File: src/rtl/fft_out_reorder_if.sv
// rtl/fft_out_reorder_if.sv - sample and handshake bundle for the FFT output reorder buffer
//
// Signals (names follow the FFT-side netlist so the buffer drops in beside FFT32):
//   IN_START  - one-cycle frame strobe from the FFT; first sample follows next cycle
//   IN_R/IN_I - FFT output sample (bit-reversed order), NB bits each
//   OUT_VALID - OUT_R/OUT_I/OUT_LAST carry a valid natural-order sample
//   OUT_READY - consumer accepts the current sample
//   OUT_R/OUT_I - natural-order sample, NB bits each
//   OUT_LAST  - marks natural index N-1
//   OVERFLOW  - one-cycle pulse when an incoming frame is dropped
// Modports: master = FFT/consumer side, slave = reorder buffer.

interface fft_out_reorder_if #(
    parameter int NB = 16
);
    logic          IN_START;
    logic [NB-1:0] IN_R;
    logic [NB-1:0] IN_I;
    logic          OUT_VALID;
    logic          OUT_READY;
    logic [NB-1:0] OUT_R;
    logic [NB-1:0] OUT_I;
    logic          OUT_LAST;
    logic          OVERFLOW;

    modport master (
        output IN_START, IN_R, IN_I, OUT_READY,
        input  OUT_VALID, OUT_R, OUT_I, OUT_LAST, OVERFLOW
    );

    modport slave (
        input  IN_START, IN_R, IN_I, OUT_READY,
        output OUT_VALID, OUT_R, OUT_I, OUT_LAST, OVERFLOW
    );
endinterface

File: src/rtl/fft_out_reorder.sv
// rtl/fft_out_reorder.sv - ping-pong buffer that replays FFT32 bit-reversed output in natural order
//
// Parameters: NB (word width), N (points per frame, power of two), LOGN (log2 N).
// Ports:
//   CLK - clock, all state on posedge
//   RST - synchronous active-high reset
//   bus - fft_out_reorder_if.slave: IN_START/IN_R/IN_I in, OUT_VALID/OUT_READY
//         stream out with OUT_R/OUT_I/OUT_LAST, OVERFLOW drop pulse
// Build option: define FFTREORDER_BYPASS_EN when the upstream FFT already emits
// natural order; samples are then stored at their arrival index.

module fft_out_reorder #(
    parameter int NB   = 16,
    parameter int N    = 32,
    parameter int LOGN = 5
) (
    input  logic                CLK,
    input  logic                RST,
    fft_out_reorder_if.slave    bus
);

    localparam logic [LOGN-1:0] LAST_IDX = LOGN'(N - 1);

    typedef enum logic {
        S_IDLE = 1'b0,
        S_FILL = 1'b1
    } wstate_e;

    wstate_e         state_q,    state_d;
    logic [1:0]      full_q,     full_d;
    logic            wbank_q,    wbank_d;
    logic            rbank_q,    rbank_d;
    logic [LOGN-1:0] widx_q,     widx_d;
    logic [LOGN-1:0] ridx_q,     ridx_d;
    logic            overflow_q, overflow_d;

    // Sample storage: two banks of N complex words {re, im}; not reset.
    logic [2*NB-1:0] mem_q [2][N];

    logic            mem_we;
    logic [LOGN-1:0] mem_waddr;
    logic [2*NB-1:0] rd_word;
    logic            rd_fire;

    function automatic logic [LOGN-1:0] bitrev(input logic [LOGN-1:0] a);
        logic [LOGN-1:0] r;
        for (int b = 0; b < LOGN; b++) begin
            r[b] = a[LOGN-1-b];
        end
        return r;
    endfunction

`ifdef FFTREORDER_BYPASS_EN
    assign mem_waddr = widx_q;
`else
    // Sample k of a frame belongs at natural index bitrev(k).
    assign mem_waddr = bitrev(widx_q);
`endif

    assign rd_word       = mem_q[rbank_q][ridx_q];
    assign rd_fire       = full_q[rbank_q] && bus.OUT_READY;

    assign bus.OUT_VALID = full_q[rbank_q];
    assign bus.OUT_R     = rd_word[2*NB-1:NB];
    assign bus.OUT_I     = rd_word[NB-1:0];
    assign bus.OUT_LAST  = full_q[rbank_q] && (ridx_q == LAST_IDX);
    assign bus.OVERFLOW  = overflow_q;

    always_comb begin
        state_d    = state_q;
        full_d     = full_q;
        wbank_d    = wbank_q;
        rbank_d    = rbank_q;
        widx_d     = widx_q;
        ridx_d     = ridx_q;
        overflow_d = 1'b0;
        mem_we     = 1'b0;

        // Read side: drain the bank under rbank in natural order.
        if (rd_fire) begin
            if (ridx_q == LAST_IDX) begin
                full_d[rbank_q] = 1'b0;
                ridx_d          = '0;
                rbank_d         = ~rbank_q;
            end else begin
                ridx_d = ridx_q + 1'b1;
            end
        end

        // Write side. The drop decision looks at full_q, so a bank released by
        // the reader in this same cycle still counts as occupied.
        unique case (state_q)
            S_IDLE: begin
                if (bus.IN_START) begin
                    if (full_q[wbank_q]) begin
                        overflow_d = 1'b1;
                    end else begin
                        state_d = S_FILL;
                        widx_d  = '0;
                    end
                end
            end
            S_FILL: begin
                if (bus.IN_START) begin
                    // New frame strobe abandons the partial frame; the strobe
                    // cycle carries no sample, so nothing is written.
                    widx_d = '0;
                end else begin
                    mem_we = 1'b1;
                    if (widx_q == LAST_IDX) begin
                        // Different bank from any read-complete this cycle.
                        full_d[wbank_q] = 1'b1;
                        wbank_d         = ~wbank_q;
                        state_d         = S_IDLE;
                    end else begin
                        widx_d = widx_q + 1'b1;
                    end
                end
            end
            default: state_d = S_IDLE;
        endcase
    end

    always_ff @(posedge CLK) begin
        if (RST) begin
            state_q    <= S_IDLE;
            full_q     <= '0;
            wbank_q    <= 1'b0;
            rbank_q    <= 1'b0;
            widx_q     <= '0;
            ridx_q     <= '0;
            overflow_q <= 1'b0;
        end else begin
            state_q    <= state_d;
            full_q     <= full_d;
            wbank_q    <= wbank_d;
            rbank_q    <= rbank_d;
            widx_q     <= widx_d;
            ridx_q     <= ridx_d;
            overflow_q <= overflow_d;
        end
    end

    always_ff @(posedge CLK) begin
        if (mem_we) begin
            mem_q[wbank_q][mem_waddr] <= {bus.IN_R, bus.IN_I};
        end
    end

endmodule

File: src/flat_wrapper.sv
// flat-port wrapper written by rule: the top's interface ports become plain ports
module fft_out_reorder_flat 
#(
    parameter int NB   = 16,
    parameter int N    = 32,
    parameter int LOGN = 5
)
  (CLK, RST, bus_IN_START, bus_IN_R, bus_IN_I, bus_OUT_READY, bus_OUT_VALID, bus_OUT_R, bus_OUT_I, bus_OUT_LAST, bus_OVERFLOW);
  fft_out_reorder_if #(.NB(NB)) bus_i ();
  input  logic CLK;
  input  logic RST;
  input wire logic [$bits(bus_i.IN_START)-1:0] bus_IN_START;
  input wire logic [$bits(bus_i.IN_R)-1:0] bus_IN_R;
  input wire logic [$bits(bus_i.IN_I)-1:0] bus_IN_I;
  input wire logic [$bits(bus_i.OUT_READY)-1:0] bus_OUT_READY;
  output wire logic [$bits(bus_i.OUT_VALID)-1:0] bus_OUT_VALID;
  output wire logic [$bits(bus_i.OUT_R)-1:0] bus_OUT_R;
  output wire logic [$bits(bus_i.OUT_I)-1:0] bus_OUT_I;
  output wire logic [$bits(bus_i.OUT_LAST)-1:0] bus_OUT_LAST;
  output wire logic [$bits(bus_i.OVERFLOW)-1:0] bus_OVERFLOW;
  assign bus_i.IN_START = bus_IN_START;
  assign bus_i.IN_R = bus_IN_R;
  assign bus_i.IN_I = bus_IN_I;
  assign bus_i.OUT_READY = bus_OUT_READY;
  assign bus_OUT_VALID = bus_i.OUT_VALID;
  assign bus_OUT_R = bus_i.OUT_R;
  assign bus_OUT_I = bus_i.OUT_I;
  assign bus_OUT_LAST = bus_i.OUT_LAST;
  assign bus_OVERFLOW = bus_i.OVERFLOW;
  fft_out_reorder #(.NB(NB), .N(N), .LOGN(LOGN)) u_core (.CLK(CLK), .RST(RST), .bus(bus_i));
endmodule
File: config.mk
export PLATFORM = sky130hd
export DESIGN_NAME = fft_out_reorder_flat
export DESIGN_NICKNAME = d
export VERILOG_FILES = /design/src/rtl/fft_out_reorder_if.sv /design/src/rtl/fft_out_reorder.sv /design/src/flat_wrapper.sv
export SDC_FILE = /design/constraint.sdc
export NUM_CORES = 2
export LEC_CHECK = 0
export ABC_AREA = 1
export CORE_MARGIN = 5
export CORE_UTILIZATION = 34
export DETAILED_ROUTE_END_ITERATION = 16
export HOLD_SLACK_MARGIN = 0.15
export SLEW_MARGIN = 20
export SYNTH_ARGS = -nofsm -noshare
export SYNTH_HDL_FRONTEND = slang
export SYNTH_SLANG_ARGS = --single-unit
File: constraint.sdc
create_clock -name CLK -period 4.2 [get_ports CLK]
set_input_delay 0.84 -clock CLK [delete_from_list [all_inputs] [get_ports CLK]]
set_output_delay 0.84 -clock CLK [all_outputs]
set_load 0.02 [all_outputs]
Word-level counts from Yosys, hierarchy flattened
Memories as Yosys holds them, arrays and structs flattened. A register that Yosys moved wholly into a read port is not among the register bits.
Cells that the tools add are included.
{"block": "totals", "register_bits": 16, "ram_bits": 2048, "inputBits": 36, "out_inout_bits": 35, "elab_cells": 76, "memories": 1}
{"block": "op_classes", "n_addsub": 2, "order_cmp": 7, "eq_ne": 5, "mux": 36, "n_bitwise": 9, "reduce_logical": 9}
{"name": "u_core.mem_q", "depth": 2, "word_bits": 1024, "rd": 1, "rd_clocked_by_memory_dff": 1, "write_ports": 1, "line": "fft_out_reorder.sv:38", "rtl": "logic [2*NB-1:0] mem_q [2][N];"}
{"operator": "two-way mux 1024 bit", "count": 1}
{"operator": "binary-select mux 32 bit (select 5 bit)", "count": 1}
{"operator": "demux 32 bit (select 5 bit)", "count": 1}
{"operator": "two-way mux 32 bit", "count": 3}
{"operator": "two-way mux 5 bit", "count": 5}
{"operator": "two-way mux 1 bit", "count": 16}
{"operator": ">= comparator 6 bit (second input constant)", "count": 2}
{"operator": "inverter 5 -> 6 bit", "count": 2}
{"operator": "adder 5 x 1 -> 5 bit (second input constant)", "count": 2}
{"operator": "== test 5 bit (second input constant)", "count": 2}
{"operator": "two-way mux 2 bit", "count": 5}
{"operator": "one-hot mux 5 bit (2 select lines)", "count": 1}
{"operator": "< comparator 6 x 1 -> 1 bit (second input constant)", "count": 1}
{"operator": "AND reduction 3 bit", "count": 2}
{"operator": "logical AND 1 bit", "count": 5}
{"operator": "< comparator 1 x 2 -> 1 bit (second input constant)", "count": 2}
{"operator": "inequality test 2 bit (second input constant)", "count": 2}
{"operator": "inverter 1 bit", "count": 4}
{"operator": "inequality test 3 bit (second input constant)", "count": 1}
{"operator": "OR reduction 3 bit", "count": 1}
{"operator": "AND 2 bit", "count": 1}
{"operator": "demux 1 bit (select 1 bit)", "count": 2}
{"operator": ">= comparator 1 bit (second input constant)", "count": 2}
{"operator": "inverter 2 bit", "count": 1}
{"operator": "other kinds (3)", "count": 3}

Longest topological paths before layout
{"block": "depth", "ltp_word": 12, "depth_mapped": 13, "mapped_depth_nobuf": 10}

Worst setup path before layout
Ideal clock, no wire load.
{"block": "synth_path", "path_kind": "input to register", "startpoint": "in bus_IN_START", "endpoint": "mem u_core.mem_q[0][0] in the netlist's numbering (enable)", "t_arrival_ns": 3.769, "required_time_ns": 3.739, "setup_slack_ns": -0.030, "path_stages": 5, "n_path_buf": 0, "cell_sequence": "nor2_2 inv_1 nor3_2 clkinv_1 nor3_1"}
{"block": "synth_between", "elab_chain_len": 4}
{"element": "start: declaration", "line": "flat_wrapper.sv:12", "rtl": "input wire logic [$bits(bus_i.IN_START)-1:0] bus_IN_START;"}
{"element": "two-way mux 1 bit", "line": "fft_out_reorder.sv:104", "rtl": "if (bus.IN_START) begin"}
{"element": "two-way mux 1 bit", "line": "fft_out_reorder.sv:92", "rtl": "unique case (state_q)"}
{"element": "two-way mux 1 bit", "line": "fft_out_reorder.sv:145", "rtl": "if (mem_we) begin"}
{"element": "two-way mux 1024 bit (implied by the code)", "line": "fft_out_reorder.sv:146", "rtl": "mem_q[wbank_q][mem_waddr] <= {bus.IN_R, bus.IN_I};"}
{"element": "end: declaration", "line": "fft_out_reorder.sv:38"}
No other way between the ends.

Final worst setup path
{"block": "layout_path", "startpoint": "reg u_core.ridx_q[3]", "endpoint": "out bus_OUT_R[2]"}
{"block": "layout_between", "elab_chain_len": 4}
{"element": "start: declaration", "line": "fft_out_reorder.sv:34", "rtl": "logic [LOGN-1:0] ridx_q, ridx_d;"}
{"element": "start signal: assignment", "line": "fft_out_reorder.sv:139", "rtl": "ridx_q <= ridx_d;"}
{"element": "inverter 5 -> 6 bit (implied by the code)", "line": "fft_out_reorder.sv:60", "rtl": "assign rd_word = mem_q[rbank_q][ridx_q];"}
{"element": "binary-select mux 32 bit (select 5 bit)", "line": "fft_out_reorder.sv:60"}
{"element": "two-way mux 32 bit (implied by the code) (2 in series)", "line": "fft_out_reorder.sv:60"}
{"element": "end: declaration", "line": "flat_wrapper.sv:17", "rtl": "output wire logic [$bits(bus_i.OUT_R)-1:0] bus_OUT_R;"}
No other way between the ends. The select of a mux whose other input is x is not followed.

==> metrics.md <==
| Metric | Value |
|---|---|
| Gate power share | 0.014 |
| Psw | 8400 uW |
| Mapped Cells | 6835 |
| Fin crit share | 0.993 |
| Initial antenna violation count | 12 |
| Fmax achieved | 240 MHz |
| Worst R2R Start | u_core.wbank_q$_SDFFE_PP0P_ |
| Syn Nets | 6880 |
| Crit. End Element | output port |
| Part of the Yosys area used for sequential elements | 0.743 |
| Final Setup Violations | 0 |
| Ys Warns | 0 |
| CP top delay family | simple AND/OR/NAND/NOR gates |
| Total grt overflow | 0 |
| Final worst slack | 0.0273 ns |
| WS Path Type | reg2out |
| GPL Wtd Cong | 0.869 |
| Peak supply drop | 0.000442 V |
| End of the worst register-to-register path | u_core.mem_q[1][995]$_DFFE_PP_ |
| Setup crit start kind | flop |
| Unique masters post-synth | 24 |
| Clock Sinks | 2065 |
| Internal power | 33100 uW |
| Share of cells above drive strength 1 | 0.110 |
| Cells on worst reg2reg path | 4 |
| Final wirelength | 257 mm |
| Hold endpoint | u_core.mem_q[1][803]$_DFFE_PP_ |
| Reg2Reg Setup Slack | 1.31 ns |
| Max Transition Viols Final | 0 |
| Drt first pass iters | 7 |
| Initial Utilization | 0.342 |
| Pre-CTS setup slack | 0.401 ns |
| Standard-cell rows | 181 |
| Port bufs | 70 |
| Hold Startpoint | bus_IN_I[3] |
| Design area | 0.0963 mm2 |
| CP max stage delay | 0.66 ns |
| Slew of the pin with the lowest slew margin | 1.14 ns |
| Worst-path clk slew | 0.06 ns |
| Max-slew headroom | 0.237 |
| Filler Cell Count | 22500 |
| Data arrival, critical path | 3.33 ns |
| Final net count | 6992 |
| Hold WC Path Type | in2reg |
| Placed wire-length estimate | 136 mm |
| First-pass GRT wire length | 369 mm |
| Crit path time final | 4.17 ns |
| Skew-Pair Late Insertion Delay | 0.86 ns |
| Data required, critical path | 3.36 ns |
| Slowest stage cell, crit path | dfxtp_4 |
| Die H | 505 um |
| Horiz. Die Dim | 505 um |
| Syn Std Cell Area | 0.0832 mm2 |
| Seq pwr share | 0.546 |
| Most frequent cells in the layout | nand2_1 (2125), edfxtp_1 (2048), nand3_1 (1769) |
| Commonest non-fill, non-tap cell in the layout | nand2_1 |
| Clock buffer depth | 3 |
| Status | finished clean |
| Post-route ant nets | 0 |
| Placement Cell Area | 0.0884 mm2 |
| Clock power share | 0.439 |
| Root Driver | clkbuf_16 |
| Ports | 71 |
| Final hold vios | 0 |
| Final core occ | 0.396 |
| Critical path depth | 6 |
| Critical path cell sequence | buf_4 > nand3_1 > nand2_1 > nand2_2 > nand2_1 > buf_4 |
| Vias in the first global route | 52400 |
| First DRT Iteration DRCs | 6379 |
| Hold path depth | 1 |
| Cts bufs inserted | 200 |
| Yosys top cell area share | 0.739 |
| Pleak | 0.0331 uW |
| Core area | 0.243 mm2 |
| Yosys reg bits | 2065 |
| Tot GR Track Use | 0.195 |
| Routed vias | 55500 |
| Power per cell area | 431 mW/mm2 |
| Setup Skew | 0.0766 ns |
| Synth area leaders | edfxtp_1 (74%), nand3_1 (11%), nand2_1 (9.8%) |
| RSZ-0062 raised after global routing | yes |
| CP Buf/Inv Count | 2 |
| Avg Inst Size Synth | 12.2 um2 |
| Vias/cell | 5.38 |
| Wire per inst | 24.9 um |
| Yosys top cell by area | edfxtp_1 |
| CTS tree | built |
| CP Max Fanout | 24 |
| Remaining DRCs | 0 |
| MaxCap Viol Count | 0 |
| CTS Hold Bufs | 0 |
| Pin count of the biggest net entering global routing | 117 |
| DIE AREA | 0.255 mm2 |
| Area grow syn2layout | 15.7% |
| H-tree depth | 4 |
| Sw Ratio | 0.202 |
[power groups by stage]
stage          Sequential (uW)  Combinational [uW]  Clock, uW
3_3_place_gp             23100                 573          0
4_1_cts                  22700                 591      18400
5_1_grt                  22700                 629      19300
3_5_place_dp             23100                 589          0
2_1_floorplan            23100                84.0          0
6_report                 22700                 597      18200
[layer usage]
| metal | GRT usage | up-vias | part of all wire |
|---|---|---|---|
| met5 | 0 | - | 0.00018 |
| met4 | 0.0874 | 6 | 0.046 |
| met3 | 0.0337 | 536 | 0.087 |
| met2 | 0.314 | 2729 | 0.47 |
| met1 | 0.258 | 27600 | 0.39 |
| li1 | - | 24600 | - |
[cell usage after synthesis (all sizes together)]
cell type  instances
nand2           2162
edfxtp          2048
nand3           1804
buf              369
nor2             130
clkbuf            84
o21ai             66
a21oi             45
nor3              44
inv               42
dfxtp             17
o211ai            10
ha                 9
clkinv             3
o31ai              1
xor2               1
[cell type report]
class                           instances  area (um2)  area share
Sequential cell                      2065       61900       0.642
Multi-Input combinational cell       4272       19300       0.200
Clock buffer                          242        5190      0.0539
Timing Repair Buffer                  359        4200      0.0436
Tap cell                             3202        4010      0.0416
Clock inverter                        130        1430      0.0148
Inverter                               45         235     0.00244
Timing Repair inverter                  4        60.1    0.000624
Antenna cell                            5        12.5    0.000130
[how the worst max path moves through the flow]
stage,start,end
after floorplan,bus_IN_START,u_core.mem_q[0][0]$_DFFE_PP_
after global placement,flop,bus_OUT_I[15]
after detailed placement,flop,bus_OUT_I[15]
after CTS,flop,bus_OUT_R[15]
after global routing,flop,bus_OUT_I[4]
final,u_core.ridx_q[3]$_SDFFE_PP0N_,bus_OUT_R[2]
[kinds of logic (layout without fill, tap and decap cells)]
kind of cell	after synthesis	after routing	share of synthesized area
buffers and inverters	498	780	0.0332
XOR/XNOR	1	1	0.000105
AO/OA/AOI/OAI	122	122	0.00767
adder cells (fa/ha/maj)	9	9	0.00135
AND/OR/NAND/NOR	4140	4140	0.215
other	0	5	0
flip-flops	2065	2065	0.743
[flip-flops by register name (all words and copies together), names as in the netlist, named ones only]
name and cells:
u_core.full_q 2, u_core.wbank_q 1, u_core.rbank_q 1, u_core.widx_q 5, u_core.bus.OVERFLOW 1, u_core.ridx_q 5
u_core.state_q 1, u_core.mem_q 2048
[metrics by stage]
step                cells  power [uW]  hold slack (ns)  setup TNS [ns]
floorplan            6835       23200            0.444           -9.54
global placement     9912       23700            0.461               0
detailed placement   9912       23700            0.480               0
CTS                 10300       41700            0.288          -0.140
global route        10300       42600            0.325         -0.0405
finish              10300       41500            0.355               0
[repair_timing]
item                       4_1_cts  5_1_grt
gates resized for setup        127       40
setup endpoints to repair       33       25
pin swaps                        4        5
setup buffers                   14        0
gates cloned                    15        5
Power figures use the tool's default switching activity.
